[config.mk]
export PLATFORM = sky130hd
export DESIGN_NAME = ifid_hazard_stage_flat
export DESIGN_NICKNAME = d
export VERILOG_FILES = /design/src/rtl/ifid_hazard_stage_if.sv /design/src/rtl/ifid_hazard_stage.sv /design/src/flat_wrapper.sv
export SDC_FILE = /design/constraint.sdc
export NUM_CORES = 1
export LEC_CHECK = 0
export BUFFER_PORTS_ARGS = -buffer_cell sky130_fd_sc_hd__buf_2
export CAP_MARGIN = 30
export CELL_PAD_IN_SITES_DETAIL_PLACEMENT = 1
export CELL_PAD_IN_SITES_GLOBAL_PLACEMENT = 1
export CORE_MARGIN = 2
export CORE_UTILIZATION = 35
export CTS_BUF_LIST = sky130_fd_sc_hd__clkbuf_2 sky130_fd_sc_hd__clkbuf_4 sky130_fd_sc_hd__clkbuf_8
export CTS_CLUSTER_DIAMETER = 100
export DETAILED_ROUTE_END_ITERATION = 10
export GPL_TIMING_DRIVEN = 0
export PLACE_DENSITY = 0.79
export RECOVER_POWER = 50
export SLEW_MARGIN = 20
export SYNTH_ARGS = -nofsm -noshare
export SYNTH_HDL_FRONTEND = slang
export SYNTH_SLANG_ARGS = --single-unit
[constraint.sdc]
create_clock -name clk -period 2.7 [get_ports clk]
set_input_delay 0.405 -clock clk [delete_from_list [all_inputs] [get_ports clk]]
set_output_delay 0.405 -clock clk [all_outputs]
set_load 0.02 [all_outputs]
[src/rtl/ifid_hazard_stage_if.sv]
// ----------------------------------------------------------------------------
// ifid_hazard_stage_if
// Groups the signals between the fetch front end and its neighbours: the
// instruction memory, the MEM-stage branch resolution, the ID/EX register and
// the ID stage.
//   master : the environment. It drives instr_in, branch_taken,
//            branch_target, idex_MemRead and idex_rd, and it observes the
//            front-end outputs.
//   slave  : ifid_hazard_stage. It drives PC_out, ifid_PC, ifid_instr,
//            ifid_valid, stall, flush and stall_count.
// ----------------------------------------------------------------------------
interface ifid_hazard_stage_if #(
  parameter int CNT_W = 32
);
  // Environment -> front end
  logic [31:0]      instr_in;
  logic             branch_taken;
  logic [63:0]      branch_target;
  logic             idex_MemRead;
  logic [4:0]       idex_rd;

  // Front end -> environment
  logic [63:0]      PC_out;
  logic [63:0]      ifid_PC;
  logic [31:0]      ifid_instr;
  logic             ifid_valid;
  logic             stall;
  logic             flush;
  logic [CNT_W-1:0] stall_count;

  modport master (
    output instr_in, branch_taken, branch_target, idex_MemRead, idex_rd,
    input  PC_out, ifid_PC, ifid_instr, ifid_valid, stall, flush, stall_count
  );

  modport slave (
    input  instr_in, branch_taken, branch_target, idex_MemRead, idex_rd,
    output PC_out, ifid_PC, ifid_instr, ifid_valid, stall, flush, stall_count
  );
endinterface

[src/rtl/ifid_hazard_stage.sv]
// ----------------------------------------------------------------------------
// ifid_hazard_stage
// This is the fetch-side front end of a 5-stage RISC-V pipeline. It holds the
// PC register, the IF/ID pipeline register and the load-use hazard detector.
//   clk    : system clock. All state updates on the rising edge.
//   reset  : synchronous, active-low reset.
//   bus    : ifid_hazard_stage_if.slave
//            in  : instr_in, branch_taken, branch_target, idex_MemRead, idex_rd
//            out : PC_out, ifid_PC, ifid_instr, ifid_valid, stall, flush,
//                  stall_count
// Update priority: a taken branch (flush) comes first, then a load-use stall,
// then a normal sequential fetch.
// ----------------------------------------------------------------------------
module ifid_hazard_stage #(
  parameter logic [63:0] PC_RESET  = 64'h0,
  parameter logic [31:0] NOP_INSTR = 32'h00000013,
  parameter int          CNT_W     = 32
) (
  input  logic               clk,
  input  logic               reset,
  ifid_hazard_stage_if.slave bus
);

  localparam logic [6:0] OP_LUI   = 7'b0110111;
  localparam logic [6:0] OP_AUIPC = 7'b0010111;
  localparam logic [6:0] OP_JAL   = 7'b1101111;
  localparam logic [6:0] OP_R     = 7'b0110011;
  localparam logic [6:0] OP_S     = 7'b0100011;
  localparam logic [6:0] OP_B     = 7'b1100011;

  logic [63:0]      r_pc;
  logic [63:0]      r_ifid_pc;
  logic [31:0]      r_ifid_instr;
  logic             r_ifid_valid;
  logic [CNT_W-1:0] r_stall_count;

  logic [6:0]       w_opcode;
  logic             w_uses_rs1;
  logic             w_uses_rs2;
  logic             w_hz;

  assign w_opcode = r_ifid_instr[6:0];

  // NOTE: every signal assigned in always_comb gets a default first, so no
  // path through the block can leave it unassigned and infer a latch.
  always_comb begin
    w_uses_rs1 = 1'b1;
    w_uses_rs2 = 1'b0;
    case (w_opcode)
      OP_LUI, OP_AUIPC, OP_JAL: w_uses_rs1 = 1'b0;
      default:                  w_uses_rs1 = 1'b1;
    endcase
    case (w_opcode)
      OP_R, OP_S, OP_B: w_uses_rs2 = 1'b1;
      default:          w_uses_rs2 = 1'b0;
    endcase
  end

  // A load in ID/EX whose rd feeds a source register of the instruction in
  // IF/ID. A bubble in IF/ID (valid=0) and rd=x0 never count as hazards.
  assign w_hz = bus.idex_MemRead && r_ifid_valid && (bus.idex_rd != 5'd0) &&
                ((w_uses_rs1 && (bus.idex_rd == r_ifid_instr[19:15])) ||
                 (w_uses_rs2 && (bus.idex_rd == r_ifid_instr[24:20])));

  // A taken branch overrides the stall. The instruction that would have
  // stalled is being squashed, so the ID/EX control bits must not be zeroed
  // on its behalf.
  assign bus.stall = w_hz && !bus.branch_taken;
  assign bus.flush = bus.branch_taken;

  // NOTE: sequential state uses non-blocking assignments so every register
  // samples the pre-edge values, regardless of statement order.
  always_ff @(posedge clk) begin
    if (!reset) begin
      r_pc          <= PC_RESET;
      r_ifid_pc     <= 64'd0;
      r_ifid_instr  <= NOP_INSTR;
      r_ifid_valid  <= 1'b0;
      r_stall_count <= '0;
    end else if (bus.branch_taken) begin
      // Force word alignment on the redirect target.
      r_pc         <= {bus.branch_target[63:2], 2'b00};
      r_ifid_pc    <= 64'd0;
      r_ifid_instr <= NOP_INSTR;
      r_ifid_valid <= 1'b0;
    end else if (w_hz) begin
      // PC and IF/ID hold. Only the event counter moves, and it saturates.
      if (r_stall_count != '1) begin
        r_stall_count <= r_stall_count + CNT_W'(1);
      end
    end else begin
      r_pc         <= r_pc + 64'd4;
      r_ifid_pc    <= r_pc;
      r_ifid_instr <= bus.instr_in;
      r_ifid_valid <= 1'b1;
    end
  end

  assign bus.PC_out      = r_pc;
  assign bus.ifid_PC     = r_ifid_pc;
  assign bus.ifid_instr  = r_ifid_instr;
  assign bus.ifid_valid  = r_ifid_valid;
  assign bus.stall_count = r_stall_count;

endmodule

[src/flat_wrapper.sv]
// flat-port wrapper written by rule: the top's interface ports become plain ports
module ifid_hazard_stage_flat 
#(
  parameter logic [63:0] PC_RESET  = 64'h0,
  parameter logic [31:0] NOP_INSTR = 32'h00000013,
  parameter int          CNT_W     = 32
)
  (clk, reset, bus_instr_in, bus_branch_taken, bus_branch_target, bus_idex_MemRead, bus_idex_rd, bus_PC_out, bus_ifid_PC, bus_ifid_instr, bus_ifid_valid, bus_stall, bus_flush, bus_stall_count);
  ifid_hazard_stage_if #(.CNT_W(CNT_W)) bus_i ();
  input  logic clk;
  input  logic reset;
  input wire logic [$bits(bus_i.instr_in)-1:0] bus_instr_in;
  input wire logic [$bits(bus_i.branch_taken)-1:0] bus_branch_taken;
  input wire logic [$bits(bus_i.branch_target)-1:0] bus_branch_target;
  input wire logic [$bits(bus_i.idex_MemRead)-1:0] bus_idex_MemRead;
  input wire logic [$bits(bus_i.idex_rd)-1:0] bus_idex_rd;
  output wire logic [$bits(bus_i.PC_out)-1:0] bus_PC_out;
  output wire logic [$bits(bus_i.ifid_PC)-1:0] bus_ifid_PC;
  output wire logic [$bits(bus_i.ifid_instr)-1:0] bus_ifid_instr;
  output wire logic [$bits(bus_i.ifid_valid)-1:0] bus_ifid_valid;
  output wire logic [$bits(bus_i.stall)-1:0] bus_stall;
  output wire logic [$bits(bus_i.flush)-1:0] bus_flush;
  output wire logic [$bits(bus_i.stall_count)-1:0] bus_stall_count;
  assign bus_i.instr_in = bus_instr_in;
  assign bus_i.branch_taken = bus_branch_taken;
  assign bus_i.branch_target = bus_branch_target;
  assign bus_i.idex_MemRead = bus_idex_MemRead;
  assign bus_i.idex_rd = bus_idex_rd;
  assign bus_PC_out = bus_i.PC_out;
  assign bus_ifid_PC = bus_i.ifid_PC;
  assign bus_ifid_instr = bus_i.ifid_instr;
  assign bus_ifid_valid = bus_i.ifid_valid;
  assign bus_stall = bus_i.stall;
  assign bus_flush = bus_i.flush;
  assign bus_stall_count = bus_i.stall_count;
  ifid_hazard_stage #(.PC_RESET(PC_RESET), .NOP_INSTR(NOP_INSTR), .CNT_W(CNT_W)) u_core (.clk(clk), .reset(reset), .bus(bus_i));
endmodule
==> results_dict.tcl, run 1 <==
set metrics [dict create \
    syn_to_final_growth_pct 29.0 \
    worst_pin_slew_ns 0.809 \
    worst-path-buf-inv 3 \
    grt_pass1_wl_um 56300 \
    core_um2 24500 \
    r2r-start "u_core.bus.ifid_instr[23]$_SDFFE_PP0N_" \
    grt_pass1_vias 10000 \
    power.share.switching_pct 33.0 \
    route.detailed.drc 0 \
    synth_cells 1148 \
    io-pin-count 300 \
    wl_um 37300 \
    holdPathEnd "u_core.bus.ifid_instr[0]$_SDFFE_PP1N_" \
    hold_viol_final 0 \
    leakage_nw 4.26 \
    overflow 0 \
    viasPerCell 5.63 \
    start_kind "register" \
    crit_arrival_ns 3.07 \
    cp.required_ns 3.07 \
    min_period_ns 2.70 \
    reg2reg_slack_ns 0.001 \
    clock_sinks 189 \
    cpMostUsedCell "buf_4" \
    start_util_pct 35.9 \
    irDropWorstVdd_mv 0.273 \
    io_buffers 293 \
    netlist_area_um2 8770 \
    maxSlewHeadroom_pct 46.1 \
    numCtsBuffers 17 \
    place.gp.congestion 0.866 \
    power_density_nw_per_um2 525 \
    grt_start_max_net_pins 23 \
    hold_start "bus_instr_in[0]" \
    max_cap_viol_count 0 \
    status "finished clean" \
    drt_iter0_drc 818 \
    firstDrtPassIters 5 \
    nNetsFinal 1581 \
    htree_levels 4 \
    drive_gt1_share_pct 20.0 \
    sequentialPowerShare_pct 51.5 \
    p_sw_w 0.00196 \
    yosys_warnings 0 \
    ys.flop_type "dfxtp_1" \
    path_delay_family "simple AND/OR/NAND/NOR gates" \
    finish.utilization_pct 46.3 \
    dieArea_um2 26400 \
    worstPathMaxFanout 10 \
    grt_usage_pct 27.4 \
    fp.dieW_um 162 \
    yosys.cell_types.count 45 \
    synth_edf_count 0 \
    antenna_left 0 \
    p_total_w 0.00594 \
    syn-mean-instance-area_um2 7.64 \
    clkPwrFrac_pct 36.2 \
    via_count 10200 \
    reg2reg_depth 9 \
    min_delay_path_depth 3 \
    worstSkewPairLatency_ns 0.51 \
    ys_ff_latch 189 \
    root_buffer "clkbuf_8" \
    placementRows 57 \
    post_drt_wl_per_cell_um 20.5 \
    drv_slew 0 \
    skew_ns 0.0297 \
    layout_setup_ws_ns 0.00136 \
    end_kind "register" \
    slowest_delay_ns 0.55 \
    rsz0062_at_grt "true" \
    min_path_type "primary input to register" \
    min_period_over_period_pct 99.9 \
    hpwl_um 27300 \
    die_h_um 162 \
    cp_slowest_cell "nor4bb_4" \
    worstPathCellList "xnor2_1, and4_1, nor4bb_4, or2_0, clkbuf_1, buf_4, buf_4, o21ai_0, nor3b_1" \
    p_comb_share_pct 12.3 \
    dp_worst_setup_slack_ns -0.855 \
    p_int_w 0.00399 \
    r2r_end "u_core.bus.PC_out[23]$_SDFFE_PN0P_" \
    clk_pin_slew_ns 0.14 \
    fmax_mhz 371 \
    yosysSeqAreaShare_pct 43.1 \
    critical_path_class "register to register" \
    tritoncts "done" \
    setup_viol 0 \
    clockBufferDepth 2 \
    antenna_found_initial 8 \
    synth_async_sr_flop_share_pct 0 \
]
synthesized netlist by cell type (all sizes together) (19+ instances only):
library cell    n  area [um2]
a211oi         26         195
a21oi         122         611
a31oi          19         119
buf            23         118
clkbuf         63         236
dfxtp         189        3780
nand2         236         886
nand3          39         195
nand4          48         300
nor2           48         180
nor3           31         155
nor3b          21         158
o21ai          97         485
or3            37         231
layout make-up:
class,instances,area (um2)
Inverter,13,48.8
Multi-Input combinational cell,863,4760
Buffer,85,404
Fill cell,3237,13100
Tap cell,324,405
Clock buffer,17,234
Sequential cell,189,3790
Antenna cell,8,20.0
Clock inverter,15,223
Timing Repair Buffer,305,1440
sequential cells by signal (all words and copies together), names as in the netlist:
signal                  count
u_core.bus.ifid_PC         62
u_core.bus.ifid_valid       1
u_core.bus.stall_count     32
u_core.bus.ifid_instr      32
u_core.bus.PC_out          62
per-layer routing:
layer  share of wire (%)  up-vias  GRT usage, %
li1                    -     4768             -
met1                  43     5002          34.9
met2                  47      389          44.9
met3                 6.8       71          5.98
met4                 3.2        2          11.7
met5               0.035        -             0
cells by family (layout without fill, tap and decap cells):
| family | count (synthesis) | count (layout) | synth area share (%) |
|---|---|---|---|
| AO/OA/AOI/OAI | 288 | 288 | 18.4 |
| AND/OR/NAND/NOR | 546 | 546 | 31.1 |
| adder cells (fa/ha/maj) | 2 | 2 | 0.285 |
| buffers and inverters | 99 | 435 | 4.59 |
| XOR/XNOR | 15 | 15 | 1.50 |
| other | 1 | 12 | 0.0427 |
| multiplexers | 8 | 8 | 0.970 |
| flip-flops | 189 | 189 | 43.1 |
cells in the final DEF (no fill, tap or decap), drive strengths merged, types with 5 or more instances in the layout:
cell type,synthesis,final
diode,0,8
clkinv,0,6
o21ai,97,97
or4,12,12
nor3,31,31
inv,13,21
and4,17,17
clkbuf,63,181
nor3b,21,21
a211oi,26,26
dfxtp,189,189
and3,14,14
and2,7,7
nor2,48,48
nand3,39,39
nor2b,8,8
xnor2,9,9
a21oi,122,122
buf,23,226
or2,5,5
nor4,11,11
or3,37,37
xor2,6,6
nor4b,7,7
a31oi,19,19
nand4,48,48
nand2,236,236
o31ai,11,11
how the worst max path moves through the flow:
stage	cells after the start	startpoint	endpoint	slack, ns
after global placement	10	bus_idex_rd[3]	u_core.bus.ifid_PC[52]$_SDFFE_PP0N_	-1.11
after CTS	9	u_core.bus.ifid_instr[5]$_SDFFE_PP0N_	u_core.bus.ifid_instr[31]$_SDFFE_PP0N_	0.01
after global routing	9	u_core.bus.ifid_instr[5]$_SDFFE_PP0N_	u_core.bus.PC_out[13]$_SDFFE_PN0P_	-0.11
after detailed placement	10	bus_idex_rd[3]	u_core.bus.ifid_PC[58]$_SDFFE_PP0N_	-0.85
after floorplan	6	u_core.bus.PC_out[4]$_SDFFE_PN0P_	u_core.bus.PC_out[50]$_SDFFE_PN0P_	0.15
final	9	u_core.bus.ifid_instr[23]$_SDFFE_PP0N_	u_core.bus.PC_out[23]$_SDFFE_PN0P_	0.001
timing repair:
| action | in CTS | in global routing |
|---|---|---|
| buffers inserted | 5 | 5 |
| pin swaps | 5 | 5 |
| hold buffers | 0 | 0 |
| hold endpoints to repair | 0 | 0 |
| gates resized for setup | 33 | 38 |
| endpoints found under the setup margin | 176 | 158 |
| gates cloned | 0 | 0 |
worst reg2reg max path: stages, from the launching register on:
cell,delay (ns)
dfxtp_1,0.36
xnor2_1,0.23
and4_1,0.22
nor4bb_4,0.55
or2_0,0.19
clkbuf_1,0.26
buf_4,0.25
buf_4,0.24
o21ai_0,0.12
nor3b_1,0.15
through the flow:
stage	cell area [um2]	instances	setup TNS, ns	hold slack, ns
after floorplan	8790	1151	0	0.528
after global placement	10700	1768	-136.12	0.438
after detailed placement	10700	1770	-86.93	0.445
after CTS	11300	1807	0	0.0708
after global routing	11300	1817	-2.35	0.0839
final	11300	1819	0	0.0930
power by group through the flow:
stage	combinational, W	sequential, W	clock [W]
detailed placement	0.000721	0.00312	0
CTS	0.000733	0.00305	0.00218
global placement	0.000702	0.00311	0
floorplan	0.000274	0.00321	0
finish	0.000730	0.00306	0.00215
global route	0.000792	0.00308	0.00229
(Power assumes the default switching activity.)
==> run 2, diff against run 1 <==
- CTS_CLUSTER_SIZE: not set -> 14
- RECOVER_POWER: 50 -> not set
- SLEW_MARGIN: 20 -> not set
==> run 2 against run 1 <==
  * Combinational power up 1%
  * Critical endpoint is now u_core.bus.PC_out[55]$_SDFFE_PN0P_
  * Highest routed layer unchanged
  * Largest cell class unchanged
  * First-iteration DRC count down 2.2%
  * Register-to-register slack better by 0.04 ns
  * Largest power group unchanged
  * Setup slack better by 0.036 ns
==> results_dict.tcl, run 2 (synthesis results as in run 1) <==
set metrics [dict create \
    post_drt_wl_per_cell_um 20.4 \
    antenna_left 0 \
    reg2reg_slack_ns 0.04 \
    drt_iter0_drc 800 \
    worst_pin_slew_ns 0.731 \
    fill_cells 3205 \
    max_cap_viol_count 0 \
    numCtsBuffers 17 \
    maxSlewHeadroom_pct 51.3 \
    route.detailed.drc 0 \
    root_buffer "clkbuf_8" \
    place_area_um2 10700 \
    core_um2 24500 \
    io_buffers 293 \
    final_common_cell "buf_2" \
    worstPathMaxFanout 7 \
    placementRows 57 \
    grt_start_max_net_pins 21 \
    skew_ns 0.0254 \
    status "finished clean" \
    hold_viol_final 0 \
    slowest_delay_ns 0.55 \
    fin_area_um2 11400 \
    syn_to_final_growth_pct 29.9 \
    nNetsFinal 1581 \
    crit_end "u_core.bus.PC_out[55]$_SDFFE_PN0P_" \
    viasPerCell 5.63 \
    p_sw_w 0.00190 \
    irDropWorstVdd_mv 0.289 \
    clk_pin_slew_ns 0.13 \
    r2r_end "u_core.bus.PC_out[55]$_SDFFE_PN0P_" \
    r2r-start "u_core.bus.PC_out[11]$_SDFFE_PN0P_" \
    tritoncts "done" \
    hpwl_um 27200 \
    worst_hold_slack_ns 0.107 \
    power.share.switching_pct 32.8 \
    layout_common_cells "buf_2 (305), nand2_1 (236), dfxtp_1 (178)" \
    power_density_nw_per_um2 509 \
    end_kind "register" \
    io-pin-count 300 \
    min_period_ns 2.66 \
    fp.dieW_um 162 \
    sequentialPowerShare_pct 52.8 \
    regArea_um2 3800 \
    clkPwrFrac_pct 34.5 \
    grt_usage_pct 27.2 \
    grt_pass1_vias 10000 \
    layout_setup_ws_ns 0.0372 \
    die_h_um 162 \
    drive_gt1_share_pct 27.1 \
    setup_viol 0 \
    fmax_mhz 376 \
    overflow 0 \
    start_util_pct 35.9 \
    min_period_over_period_pct 98.6 \
    worstSkewPairLatency_ns 0.50 \
    clockBufferDepth 2 \
    worstPathCellList "nand4_1, buf_4, nor4_4, clkdlybuf4s18_2, nand4_1, or4_1, nor3b_1, a211oi_1" \
    critical_path_class "register to register" \
    cp.required_ns 3.09 \
    reg2reg_depth 8 \
    htree_levels 4 \
    leakage_nw 4.68 \
    multi_input_area_um2 4760 \
    clock_sinks 189 \
    firstDrtPassIters 5 \
    cp_slowest_cell "or4_1" \
    drv_slew 0 \
    place.gp.congestion 0.866 \
    startpoint "u_core.bus.PC_out[11]$_SDFFE_PN0P_" \
    p_int_w 0.00390 \
    dp_worst_setup_slack_ns -0.780 \
    via_count 10200 \
    cpMostUsedCell "nand4_1" \
    min_path_type "primary input to register" \
    grt_pass1_wl_um 56100 \
    dieArea_um2 26400 \
    start_kind "register" \
    p_comb_share_pct 12.7 \
    crit_arrival_ns 3.05 \
    wl_um 37000 \
    antenna_found_initial 7 \
]
[run 2: changes by cell type in the layout (fill, tap and decap cells not counted), moves of 4 or more]
cell | before | now
dfxtp_2 | 6 | 10
buf_2 | 199 | 305
dfxtp_1 | 183 | 178
clkbuf_1 | 152 | 49
[run 2: through the flow]
| step | util (%) | power [W] | TNS, ns | cells |
|---|---|---|---|---|
| 2_1_floorplan | - | 0.00348 | 0 | 1151 |
| 3_3_place_gp | 43.6 | 0.00381 | -136.12 | 1768 |
| 3_5_place_dp | 43.7 | 0.00384 | -84.56 | 1771 |
| 4_1_cts | 46.1 | 0.00580 | 0 | 1808 |
| 5_1_grt | 46.6 | 0.00602 | -0.0392 | 1815 |
| 6_report | 46.6 | 0.00580 | 0 | 1816 |
[run 2: final cells by class]
class,count,area share [%]
buffer,86,3.57
multi-input combinational,863,41.8
clock buffer,18,2.17
antenna,5,0.110
inverter,13,0.428
tap,324,3.56
clock inverter,14,1.47
sequential,189,33.3
timing repair buffer,304,13.6
[run 2: layer usage]
layer  track usage [%]  vias to the layer above  wire (um)  share of wire (%)
met5                 0                        -         24              0.065
met4              12.6                        4       1460                3.9
li1                  -                     4778          -                  -
met2              43.3                      397      17000                 46
met3              5.81                       84       2580                7.0
met1              35.5                     4966      16000                 43
[run 2: worst min path at each step]
| stage | from | to | slack [ns] | cells past startpoint |
|---|---|---|---|---|
| finish | bus_instr_in[0] | u_core.bus.ifid_instr[0]$_SDFFE_PP1N_ | 0.11 | 3 |
| global route | bus_instr_in[4] | u_core.bus.ifid_instr[4]$_SDFFE_PP1N_ | 0.11 | 3 |
| CTS | bus_instr_in[0] | u_core.bus.ifid_instr[0]$_SDFFE_PP1N_ | 0.1 | 3 |
| detailed placement | u_core.bus.ifid_PC[41]$_SDFFE_PP0N_ | u_core.bus.ifid_PC[41]$_SDFFE_PP0N_ | 0.45 | 2 |
| global placement | u_core.bus.ifid_PC[24]$_SDFFE_PP0N_ | u_core.bus.ifid_PC[24]$_SDFFE_PP0N_ | 0.44 | 2 |
| floorplan | bus_instr_in[0] | u_core.bus.ifid_instr[0]$_SDFFE_PP1N_ | 0.53 | 2 |
[run 2: what timing repair did]
item	CTS	global route
endpoints found under the setup margin	177	152
pin swaps	6	7
resized for setup	42	31
hold buffers	0	0
setup buffers	5	3
[run 2: worst max-delay path: cells and delay by family (launching register included)]
family                 cells  cell delay (ns)
AO/OA/AOI/OAI              1             0.08
AND/OR/NAND/NOR            5             1.50
buffers and inverters      2             0.51
flip-flops                 1             0.47
[run 2: power by group through the flow]
| stage | Combinational, W | Clock [W] | Sequential (W) |
|---|---|---|---|
| after CTS | 0.000732 | 0.00201 | 0.00305 |
| final | 0.000739 | 0.00200 | 0.00306 |
| after floorplan | 0.000274 | 0 | 0.00321 |
| after detailed placement | 0.000721 | 0 | 0.00312 |
| after global placement | 0.000702 | 0 | 0.00311 |
| after global routing | 0.000803 | 0.00213 | 0.00308 |
==> run 3, diff against run 2 <==
- CORE_MARGIN: 2 -> not set
- RECOVER_POWER: not set -> 50
==> run 3 against run 2 <==
  * Power rose by 0.89%
  * Sequential cell count is the same
  * Worst hold slack worse by 0.0022 ns
  * Clock skew about the same
  * Via count down 1.3%
  * Sequential share of layout area rose by 0.58 points
  * Critical endpoint is now bus_stall
==> results_dict.tcl, run 3 (synthesis results as in run 1) <==
set metrics [dict create \
    via_count 10100 \
    worstPathCellList "nor3b_1, o2111ai_2, and3_4, o21ai_0, buf_4, nor2_1, buf_2" \
    worst-path-buf-inv 2 \
    worstSkewPairLatency_ns 0.50 \
    startpoint "u_core.bus.ifid_instr[4]$_SDFFE_PP1N_" \
    io-pin-count 300 \
    route.detailed.drc 0 \
    reg2reg_depth 7 \
    final_common_cell "nand2_1" \
    overflow 0 \
    multi_input_area_um2 4750 \
    postCtsHoldBufs 0 \
    fmax_mhz 373 \
    crit_cells 7 \
    maxSlewHeadroom_pct 51.2 \
    io_buffers 293 \
    start_kind "register" \
    cp_slowest_cell "dfxtp_1" \
    clock_sinks 189 \
    crit_end "bus_stall" \
    setup-tns-final_ns 0 \
    leakage_nw 3.95 \
    place.gp.congestion 0.846 \
    syn_to_final_growth_pct 27.3 \
    setup_viol 0 \
    end_kind "primary output" \
    min_path_type "primary input to register" \
    power_density_nw_per_um2 524 \
    numCtsBuffers 17 \
    status "finished clean" \
    drv_slew 0 \
    fp.dieW_um 160 \
    placementRows 57 \
    clk_pin_slew_ns 0.12 \
    slowest_delay_ns 0.39 \
    grt_start_max_net_pins 21 \
    hpwl_um 26900 \
    layout_common_cells "nand2_1 (236), clkbuf_1 (227), dfxtp_1 (185)" \
    fill_cells 3241 \
    nNetsFinal 1580 \
    grt_pass1_vias 9938 \
    grt_usage_pct 27.7 \
    dp_cells 1770 \
    worstPathMaxFanout 10 \
    core_um2 24500 \
    antenna_found_initial 7 \
    drive_gt1_share_pct 14.7 \
    grt_pass1_wl_um 55600 \
    crit_arrival_ns 2.28 \
    regArea_um2 3790 \
    worst_hold_slack_ns 0.104 \
    post_drt_wl_per_cell_um 19.9 \
    die_h_um 160 \
    worst_pin_slew_ns 0.732 \
    viasPerCell 5.56 \
    root_buffer "clkbuf_8" \
    irDropWorstVdd_mv 0.322 \
    r2r_end "u_core.bus.PC_out[37]$_SDFFE_PN0P_" \
    reg2reg_slack_ns 0.11 \
    min_period_over_period_pct 99.3 \
    critical_path_class "register to primary output" \
    min_period_ns 2.68 \
    clockBufferDepth 2 \
    start_util_pct 35.9 \
    r2r-start "u_core.bus.PC_out[25]$_SDFFE_PN0P_" \
    path_delay_family "simple AND/OR/NAND/NOR gates" \
    tritoncts "done" \
    drt_iter0_drc 719 \
    hold_viol_final 0 \
    rsz0062_at_grt "true" \
    stdcell_count 1817 \
    htree_levels 4 \
    antenna_left 0 \
    max_cap_viol_count 0 \
    wl_um 36100 \
    dieArea_um2 25700 \
    cp.required_ns 2.30 \
    firstDrtPassIters 5 \
    skew_ns 0.0256 \
]
## run 3: cell count changes in the layout (fill, tap and decap cells not counted), sizes merged
cell / delta
clkbuf: +180
clkinv: +1
inv: -1
diode: +2
bufinv: +1
clkinvlp: -1
clkdlybuf4s18: -1
buf: -180
## run 3: metrics by stage
step / setup slack (ns) / utilization [%] / area, um2 / total power [W]
6_report: 0.0196 / 45.7 / 11200 / 0.00585
5_1_grt: -0.104 / 45.6 / 11200 / 0.00607
4_1_cts: 0.00583 / 46.0 / 11300 / 0.00589
2_1_floorplan: 0.149 / - / 8790 / 0.00348
3_5_place_dp: -0.777 / 43.6 / 10700 / 0.00383
3_3_place_gp: -1.11 / 43.6 / 10700 / 0.00381
## run 3: cell type report
cell class                 instances  share of cell area [%]
antenna                            7                   0.157
buffer                            86                    3.66
clock buffer                      18                    2.22
clock inverter                    14                    1.73
inverter                          13                   0.437
multi-input combinational        863                    42.5
sequential                       189                    33.9
tap                              324                    3.63
timing repair buffer             303                    11.7
## run 3: where the power goes
part | total, W | leakage [nW] | internal (W) | switching (W)
sequential | 0.00306 | 1.55 | 0.00290 | 0.000160
clock | 0.00208 | 0.215 | 0.000824 | 0.00126
combinational | 0.000705 | 2.19 | 0.000235 | 0.000471
## run 3: repair_timing
action | CTS | global route
pin swaps | 5 | 2
buffers inserted | 3 | 4
setup endpoints to repair | 171 | 131
resized for setup | 32 | 40
## run 3: worst min-delay path by stage
| stage | slack, ns | depth (start not counted) | end | startpoint |
|---|---|---|---|---|
| floorplan | 0.53 | 2 | u_core.bus.ifid_instr[0]$_SDFFE_PP1N_ | bus_instr_in[0] |
| global placement | 0.44 | 2 | u_core.bus.ifid_PC[25]$_SDFFE_PP0N_ | u_core.bus.ifid_PC[25]$_SDFFE_PP0N_ |
| finish | 0.10 | 3 | u_core.bus.ifid_instr[0]$_SDFFE_PP1N_ | bus_instr_in[0] |
| detailed placement | 0.44 | 2 | u_core.bus.ifid_PC[36]$_SDFFE_PP0N_ | u_core.bus.ifid_PC[36]$_SDFFE_PP0N_ |
| CTS | 0.09 | 3 | u_core.bus.ifid_instr[0]$_SDFFE_PP1N_ | bus_instr_in[0] |
| global route | 0.11 | 3 | u_core.bus.ifid_instr[0]$_SDFFE_PP1N_ | bus_instr_in[0] |
## run 3: routing by layer
metal | track usage [%] | wire, um | share of wire, % | up-vias
li1 | - | - | - | 4751
met1 | 35.5 | 15700 | 43 | 4915
met5 | 0 | 0 | 0 | -
met3 | 5.04 | 2170 | 6.0 | 62
met4 | 12.7 | 1020 | 2.8 | 0
met2 | 45.1 | 17200 | 48 | 369
## run 3: tightest hold or removal path, cell delays in order
cell and delay [ns]:
buf_2 0.07, nand2_1 0.04, nand3_1 0.06
